File: config.mk
export PLATFORM = sky130hd
export DESIGN_NAME = my_cond_stage
export DESIGN_NICKNAME = d
export VERILOG_FILES = /design/src/rtl/my_cond_stage.sv
export SDC_FILE = /design/constraint.sdc
export NUM_CORES = 1
export LEC_CHECK = 0
export CORE_ASPECT_RATIO = 1.1
export CORE_UTILIZATION = 53
export CTS_BUF_LIST = sky130_fd_sc_hd__clkbuf_16
export CTS_CLUSTER_DIAMETER = 50
export DETAILED_ROUTE_END_ITERATION = 8
export PLACE_DENSITY_LB_ADDON = 0.3
export SLEW_MARGIN = 20
export SYNTH_ARGS = -nofsm -noshare
export SYNTH_HDL_FRONTEND = slang
export SYNTH_SLANG_ARGS = --single-unit
File: constraint.sdc
create_clock -name clk -period 5.41 [get_ports clk]
set_input_delay 0.8115 -clock clk [delete_from_list [all_inputs] [get_ports clk]]
set_output_delay 0.8115 -clock clk [all_outputs]
set_load 0.01 [all_outputs]
File: src/rtl/my_cond_stage.sv
// Condition-code stage: classifies ALU result words (zero/negative), resolves the
// jump decision, and buffers results in a 2-entry FIFO with a saturating taken-jump counter.
`timescale 1ns/1ps

module my_cond_stage #(
  parameter int CNT_W = 16
) (
  input  logic             clk,
  input  logic             rst_n,
  input  logic             in_valid,
  output logic             in_ready,
  input  logic [15:0]      in_data,
  input  logic [2:0]       in_jmp,
  output logic             out_valid,
  input  logic             out_ready,
  output logic [15:0]      out_data,
  output logic             out_zr,
  output logic             out_ng,
  output logic             out_jump,
  input  logic             clr_cnt,
  output logic [CNT_W-1:0] taken_cnt
);

  typedef struct packed {
    logic [15:0] data;
    logic        zr;
    logic        ng;
    logic        jump;
  } entry_t;

  localparam logic [CNT_W-1:0] CNT_ONE = {{(CNT_W-1){1'b0}}, 1'b1};

  // live_q keeps in_ready low until the first edge after reset release,
  // so in_ready stays a pure function of registered state.
  logic             live_q,      live_d;
  logic [1:0]       count_q,     count_d;
  logic             wr_ptr_q,    wr_ptr_d;
  logic             rd_ptr_q,    rd_ptr_d;
  logic [CNT_W-1:0] taken_cnt_q, taken_cnt_d;
  entry_t           mem_q [2];

  entry_t new_entry;
  entry_t head;
  logic   push;
  logic   pop;

  // NOTE: every signal assigned in always_comb gets a default first, so no path leaves it unassigned and no latch is inferred.
  always_comb begin
    new_entry      = '0;
    new_entry.data = in_data;
    new_entry.zr   = ~|in_data;
    new_entry.ng   = in_data[15];
    // in_jmp = {j1 (negative), j2 (zero), j3 (positive)}
    new_entry.jump = (in_jmp[2] & new_entry.ng)
                   | (in_jmp[1] & new_entry.zr)
                   | (in_jmp[0] & ~new_entry.zr & ~new_entry.ng);
  end

  always_comb begin
    in_ready  = live_q && (count_q != 2'd2);
    out_valid = (count_q != 2'd0);
    head      = mem_q[rd_ptr_q];
    push      = in_valid && in_ready;
    pop       = out_valid && out_ready;
  end

  // Empty FIFO drives all-zero outputs regardless of stale storage contents.
  always_comb begin
    out_data = '0;
    out_zr   = 1'b0;
    out_ng   = 1'b0;
    out_jump = 1'b0;
    if (out_valid) begin
      out_data = head.data;
      out_zr   = head.zr;
      out_ng   = head.ng;
      out_jump = head.jump;
    end
  end

  always_comb begin
    live_d   = 1'b1;
    wr_ptr_d = wr_ptr_q;
    rd_ptr_d = rd_ptr_q;
    count_d  = count_q;
    if (push) wr_ptr_d = ~wr_ptr_q;
    if (pop)  rd_ptr_d = ~rd_ptr_q;
    case ({push, pop})
      2'b10:   count_d = count_q + 2'd1;
      2'b01:   count_d = count_q - 2'd1;
      default: count_d = count_q;
    endcase
  end

  always_comb begin
    taken_cnt_d = taken_cnt_q;
    if (clr_cnt) begin
      taken_cnt_d = '0;
    end else if (pop && head.jump && (taken_cnt_q != '1)) begin
      taken_cnt_d = taken_cnt_q + CNT_ONE;
    end
  end

  assign taken_cnt = taken_cnt_q;

  // NOTE: sequential state uses non-blocking assignments so every flop samples pre-edge values.
  always_ff @(posedge clk or negedge rst_n) begin
    if (!rst_n) begin
      live_q      <= 1'b0;
      count_q     <= 2'd0;
      wr_ptr_q    <= 1'b0;
      rd_ptr_q    <= 1'b0;
      taken_cnt_q <= '0;
    end else begin
      live_q      <= live_d;
      count_q     <= count_d;
      wr_ptr_q    <= wr_ptr_d;
      rd_ptr_q    <= rd_ptr_d;
      taken_cnt_q <= taken_cnt_d;
    end
  end

  // NOTE: storage is not reset; entries are only observable through count_q, which is.
  always_ff @(posedge clk) begin
    if (push) mem_q[wr_ptr_q] <= new_entry;
  end

endmodule
==> results of run 1 <==
cell families after synthesis:
family | Yosys count | synth area share [%]
fa+ha+maj | 2 | 0.978
mux | 23 | 9.25
xor+xnor | 5 | 1.71
buf+inv | 12 | 1.96
simple gates | 78 | 16.7
compound gates | 27 | 6.41
other cells | 1 | 0.147
flops | 57 | 62.8
registers in the layout, indices dropped and copies added, names as in the netlist:
register and count:
taken_cnt 16, live_q 1, count_q 2, wr_ptr_q 1, rd_ptr_q 1, mem_q 36
how the worst min path moves through the flow:
stage	from	endpoint	slack [ns]	cells after the start
2_1_floorplan	wr_ptr_q	wr_ptr_q	0.46	1
3_5_place_dp	wr_ptr_q	wr_ptr_q	0.50	1
6_report	rst_n	taken_cnt[10]	0.45	1
4_1_cts	wr_ptr_q	wr_ptr_q	0.51	1
3_3_place_gp	wr_ptr_q	wr_ptr_q	0.48	1
5_1_grt	rst_n	taken_cnt[10]	0.49	1
power breakdown:
part           total [mW]  internal (mW)  switching, mW
Combinational       0.453          0.249          0.204
Clock               0.586          0.398          0.188
Sequential          0.593          0.524         0.0685
Yosys cell counts:
master	count	area (um^2)
xor2_1	1	8.76
nor2_1	25	93.8
nor4b_1	1	8.76
nand4_1	6	37.5
conb_1	1	3.75
o21ai_2	1	8.76
or3_1	5	31.3
nand2_1	6	22.5
and3_1	2	12.5
mux2i_1	18	180
nand3_1	6	30.0
mux2_2	5	56.3
a21boi_0	1	7.51
xnor2_1	4	35.0
a21oi_1	12	60.1
buf_4	1	7.51
o31ai_1	6	45.0
nor3b_1	1	7.51
or4_1	8	60.1
buf_2	1	5.00
nor4_1	8	50.1
nor2b_1	4	25.0
buf_1	1	3.75
nor3_1	2	10.0
inv_1	3	11.3
o211ai_1	1	7.51
and4_1	3	26.3
ha_1	2	25.0
edfxtp_1	36	1080
dfrtp_1	21	526
clkbuf_1	6	22.5
nor4_2	1	12.5
o21ai_0	5	25.0
a221o_1	1	10.0
layout make-up:
cell class	count	area share, %
flip-flops and latches	57	45.7
multi-input cells	136	25.6
repair buffers	63	17.6
clock buffers	9	6.40
clock inverters	7	2.45
well taps	56	1.99
inverters	3	0.320
routing by layer:
layer  global-route usage (%)  part of all wire, %  vias to the layer above
li1                         -                    -                      914
met1                     30.4                   39                      940
met2                     41.7                   51                       90
met3                     6.36                  7.0                       16
met4                     15.7                  2.6                        0
met5                        0                    0                        -
per-stage QoR:
stage	worst slack [ns]	total power, mW	util (%)	area, um^2	hold WS [ns]
final	2.52	1.63	75.7	3520	0.446
after global routing	2.40	1.70	75.7	3520	0.486
after CTS	2.15	1.65	75.7	3520	0.508
after detailed placement	2.56	1.05	69.0	3210	0.497
after global placement	2.57	1.04	69.0	3210	0.479
after floorplan	3.17	0.814	-	2560	0.461
==> impl_metrics.env, run 1 <==
export IMPL_clock_fmax_mhz=346
export IMPL_r2r_end="taken_cnt[9]"
export IMPL_finalCriticalPeriod_ns=2.89
export IMPL_clkTransAtPathRegs_ns=0.05
export IMPL_postSynthNetCount=231
export IMPL_tritoncts="built"
export IMPL_worst_ir_drop_vdd_mv=0.376
export IMPL_vias=1960
export IMPL_most_common_library_cell_in_the_layout_ignoring_fill_and_taps="clkdlybuf4s50_1"
export IMPL_report_final_slew_viol_count=0
export IMPL_route_detailed_wl_per_inst_um=17.4
export IMPL_sequential_cell_area_um2=1610
export IMPL_synth_lib_cells_used_distinct=34
export IMPL_setup_viol=0
export IMPL_cp_num_cells=3
export IMPL_fp_row_count=26
export IMPL_critical_path_top_delay_family="flip-flops"
export IMPL_post_place_cells=315
export IMPL_setup_worst_path_end="out_jump"
export IMPL_timing_setup_tns_ns=0
export IMPL_cts_htree_levels=3
export IMPL_cp_cell_sequence="mux2i_1 -> nor2_1 -> clkdlybuf4s50_1"
export IMPL_post_synthesis_cell_area_um2=2560
export IMPL_most_frequent_cells_in_the_layout="clkdlybuf4s50_1 (59), edfxtp_1 (36), nor2_1 (25), dfrtp_1 (20), mux2i_1 (18)"
export IMPL_ctsRootBufferMaster="clkbuf_16"
export IMPL_count_of_buffering_cells_on_the_critical_path_with_inverters_included=1
export IMPL_hold_class="in2async"
export IMPL_drt_drc_violations_left=0
export IMPL_die_area_um2=5110
export IMPL_final_fill_count=319
export IMPL_worst_r2r_setup_slack_ns=2.98
export IMPL_route_antenna_remaining_nets=0
export IMPL_ys_seq_elements=57
export IMPL_power_density_cell_area_nw_per_um2=463
export IMPL_ios=61
export IMPL_ctsLongestPathBuffers=2
export IMPL_cts_resized=0
export IMPL_cp_end_kind="output pin"
export IMPL_cp_arrival_ns=2.08
export IMPL_wirelength_um=5750
export IMPL_antenna_cells=0
export IMPL_floorplan_core_area_um2=4650
export IMPL_dieHeight_um=74.9
export IMPL_report_final_hold_viol_count=0
export IMPL_maxCapViolCount=0
export IMPL_max_slew_margin_rel_pct=43.6
export IMPL_critical_path_required_ns=4.60
export IMPL_initial_core_util_pct=55.0
export IMPL_reg2reg_from="rd_ptr_q"
export IMPL_critical_path_max_stage_delay_ns=0.74
export IMPL_place_hpwl_um=3820
export IMPL_fin_worst_skew_ns=0.00372
export IMPL_nNetsFinal=296
export IMPL_average_cell_area_after_synthesis_um2=12.5
export IMPL_max_slew_worst_pin_slew_ns=0.846
export IMPL_clkSinkCount=57
export IMPL_chipWidth_um=68.2
export IMPL_power_leakage_nw=1.31
export IMPL_status="complete, no violations"
export IMPL_grt_max_degree=22
export IMPL_post_cts_setup_buffer_count=0
export IMPL_drt_pre_antenna_iters=4
export IMPL_share_of_synthesized_area_occupied_by_flip_flops_and_latches_pct=62.8
export IMPL_ff2ff_path_depth=4
export IMPL_postSynthCellCount=205
export IMPL_via_count_of_the_first_global_routing_pass=1892
export IMPL_cts_inserted_buffers=9
export IMPL_grt_antenna_before_repair=0
export IMPL_post_layout_instance_count_excluding_filler_cells=331
export IMPL_gpl_final_weighted_congestion=0.809
export IMPL_gr_usage_all_layers_pct=25.6
export IMPL_multi_input_area_um2=901
export IMPL_rsz_0062_raised_after_global_routing="no"
export IMPL_timing_final_crit_share_pct=53.4
export IMPL_globalRouteOverflowTotal=0
export IMPL_drt_initial_drc_count=192
export IMPL_timing_critical_path_from="rd_ptr_q"
export IMPL_vias_per_cell=5.92
export IMPL_portBuffers=60
export IMPL_post_route_cells_drive_above_1_share_pct=9.82
export IMPL_hold_buffers=0
export IMPL_startpoint_type="flip-flop"
export IMPL_worst_skew_pair_late_latency_ns=0.32
export IMPL_worstSetupPathType="reg2out"
export IMPL_slowest_stage="dfrtp_2"
export IMPL_area_growth_syn_to_layout_pct=37.6
export IMPL_wire_length_of_the_first_global_routing_pass_um=9050
export IMPL_worstPathMaxFanout=20
export IMPL_synth_yosys_warnings=0
(Power assumes the default switching activity.)
==> run 2: changes to the inputs <==
--- a/config.mk
+++ b/config.mk
@@ -6,7 +6,7 @@
 export NUM_CORES = 1
 export LEC_CHECK = 0
 export CORE_ASPECT_RATIO = 1.1
-export CORE_UTILIZATION = 53
+export CORE_UTILIZATION = 44
 export CTS_BUF_LIST = sky130_fd_sc_hd__clkbuf_16
 export CTS_CLUSTER_DIAMETER = 50
 export DETAILED_ROUTE_END_ITERATION = 8
==> constraint.sdc (replaced) <==
create_clock -name clk -period 2.4 [get_ports clk]
set_input_delay 0.36 -clock clk [delete_from_list [all_inputs] [get_ports clk]]
set_output_delay 0.36 -clock clk [all_outputs]
set_load 0.01 [all_outputs]
==> run 2 against run 1 <==
Compared with the run above: clock-buffer cell count stayed put; via count shrank 0.82%; clock power increased by 120%; wire length down 6.2%; die area up 20%; register-to-register slack got worse by 2.6 ns; flip-flop and latch count did not move; non-clock buffer count rose by 7; critical path type unchanged; critical endpoint is now out_data[6]; largest cell class unchanged.
==> impl_metrics.env, run 2 (synthesis results as in run 1) <==
export IMPL_status="complete, no violations"
export IMPL_ctsRootBufferMaster="clkbuf_16"
export IMPL_largest_register_ffs=36
export IMPL_antenna_cells=0
export IMPL_clock_power_share_pct=34.7
export IMPL_drt_drc_violations_left=0
export IMPL_combPwrFrac_pct=31.4
export IMPL_route_detailed_wl_per_inst_um=15.1
export IMPL_power_density_cell_area_nw_per_um2=1020
export IMPL_wirelength_um=5390
export IMPL_drt_pre_antenna_iters=4
export IMPL_drt_met1_wl_um=2140
export IMPL_met2_wirelength_um=2900
export IMPL_worst_ir_drop_vdd_mv=0.630
export IMPL_globalRouteOverflowTotal=0
export IMPL_critical_path_required_ns=2.04
export IMPL_fin_worst_skew_ns=0.00523
export IMPL_hold_class="in2async"
export IMPL_post_layout_instance_count_excluding_filler_cells=357
export IMPL_setup_viol=0
export IMPL_ctsLongestPathBuffers=2
export IMPL_most_common_library_cell_in_the_layout_ignoring_fill_and_taps="clkdlybuf4s50_1"
export IMPL_clkTransAtPathRegs_ns=0.05
export IMPL_top_layer="met4"
export IMPL_wire_length_of_the_first_global_routing_pass_um=8620
export IMPL_finalCriticalPeriod_ns=2.18
export IMPL_cts_htree_levels=3
export IMPL_hold_buffers=0
export IMPL_initial_core_util_pct=46.5
export IMPL_floorplan_core_area_um2=5500
export IMPL_multi_input_area_um2=901
export IMPL_cts_resized=0
export IMPL_report_final_slew_viol_count=0
export IMPL_die_area_um2=6120
export IMPL_worstPathMaxFanout=12
export IMPL_cp_arrival_ns=1.82
export IMPL_portBuffers=60
export IMPL_nNetsFinal=303
export IMPL_final_fill_count=434
export IMPL_timing_setup_tns_ns=0
export IMPL_power_switching_mw=1.07
export IMPL_post_cts_setup_buffer_count=0
export IMPL_sequentialPowerShare_pct=33.9
export IMPL_worst_skew_pair_late_latency_ns=0.32
export IMPL_area_growth_syn_to_layout_pct=40.5
export IMPL_maxCapViolCount=0
export IMPL_sequential_cell_area_um2=1610
export IMPL_grt_max_degree=22
export IMPL_most_frequent_cells_in_the_layout="clkdlybuf4s50_1 (60), edfxtp_1 (36), nor2_1 (25), dfrtp_1 (21), mux2i_1 (18)"
export IMPL_via_count_of_the_first_global_routing_pass=1852
export IMPL_startpoint_type="flip-flop"
export IMPL_met3WireLength_um=254
export IMPL_fp_row_count=28
export IMPL_report_final_hold_viol_count=0
export IMPL_dieHeight_um=82.0
export IMPL_place_hpwl_um=3830
export IMPL_switching_power_as_a_share_of_total_power_pct=29.3
export IMPL_timing_final_crit_share_pct=91.0
export IMPL_clock_fmax_mhz=458
export IMPL_gr_usage_all_layers_pct=19.5
export IMPL_p_int_mw=2.59
export IMPL_vias_per_cell=5.45
export IMPL_route_antenna_remaining_nets=0
export IMPL_chipWidth_um=74.7
export IMPL_gpl_final_weighted_congestion=0.776
export IMPL_drt_initial_drc_count=139
export IMPL_clkSinkCount=57
export IMPL_post_route_cells_drive_above_1_share_pct=11.7
export IMPL_power_leakage_nw=1.33
export IMPL_post_place_cells=341
export IMPL_cts_inserted_buffers=9
export IMPL_grt_antenna_before_repair=0
export IMPL_worstSetupPathType="reg2out"
export IMPL_reg_with_most_ffs="mem_q"
export IMPL_vias=1944
export IMPL_ios=61
export IMPL_rsz_0062_raised_after_global_routing="no"
export IMPL_cp_end_kind="output pin"
export IMPL_tritoncts="built"
-- run 2: power groups by stage --
stage               combinational (mW)  sequential, mW  clock (mW)
finish                            1.15            1.24        1.27
global route                      1.24            1.26        1.33
CTS                               1.17            1.25        1.29
detailed placement                1.15            1.26           0
global placement                  1.15            1.26           0
floorplan                        0.580            1.25           0
-- run 2: metal layers --
layer,vias to the layer above,global-route usage [%]
li1,928,-
met2,62,35.4
met4,0,10.6
met5,-,0
met3,9,3.68
met1,945,21.2
-- run 2: path summary, 6_finish.rpt --
check	slack, ns	cells after the start	start	to
setup / recovery	0.22	4	rd_ptr_q	out_data[6]
hold / removal	0.38	2	rst_n	taken_cnt[8]
setup reg to reg	0.41	6	taken_cnt[1]	taken_cnt[14]
hold reg to reg	0.51	1	wr_ptr_q	wr_ptr_q
max in group asynchronous	1.79	2	rst_n	wr_ptr_q
min in group clk	0.51	1	wr_ptr_q	wr_ptr_q
-- run 2: area by class of cell --
cell class	instances	area share [%]
Sequential cell	57	44.7
Clock buffer	9	6.27
Multi-Input combinational cell	136	25.1
Timing Repair Buffer	70	18.8
Clock inverter	7	2.19
Inverter	3	0.313
Tap cell	75	2.61
-- run 2: critical path, stage by stage (launching register included) --
cell and delay [ns]:
dfrtp_1 0.40, buf_4 0.22, mux2i_1 0.14, nor2_1 0.17, clkdlybuf4s50_1 0.58
-- run 2: per-stage QoR --
stage	util (%)	setup slack, ns	total power [mW]	hold WS (ns)	cell area, um^2
detailed placement	59.8	0.108	2.42	0.502	3290
global placement	59.8	0.144	2.41	0.478	3290
global route	65.3	0.132	3.83	0.426	3590
floorplan	-	0.159	1.83	0.0644	2560
CTS	65.3	0.198	3.70	0.395	3590
finish	65.3	0.216	3.67	0.385	3590
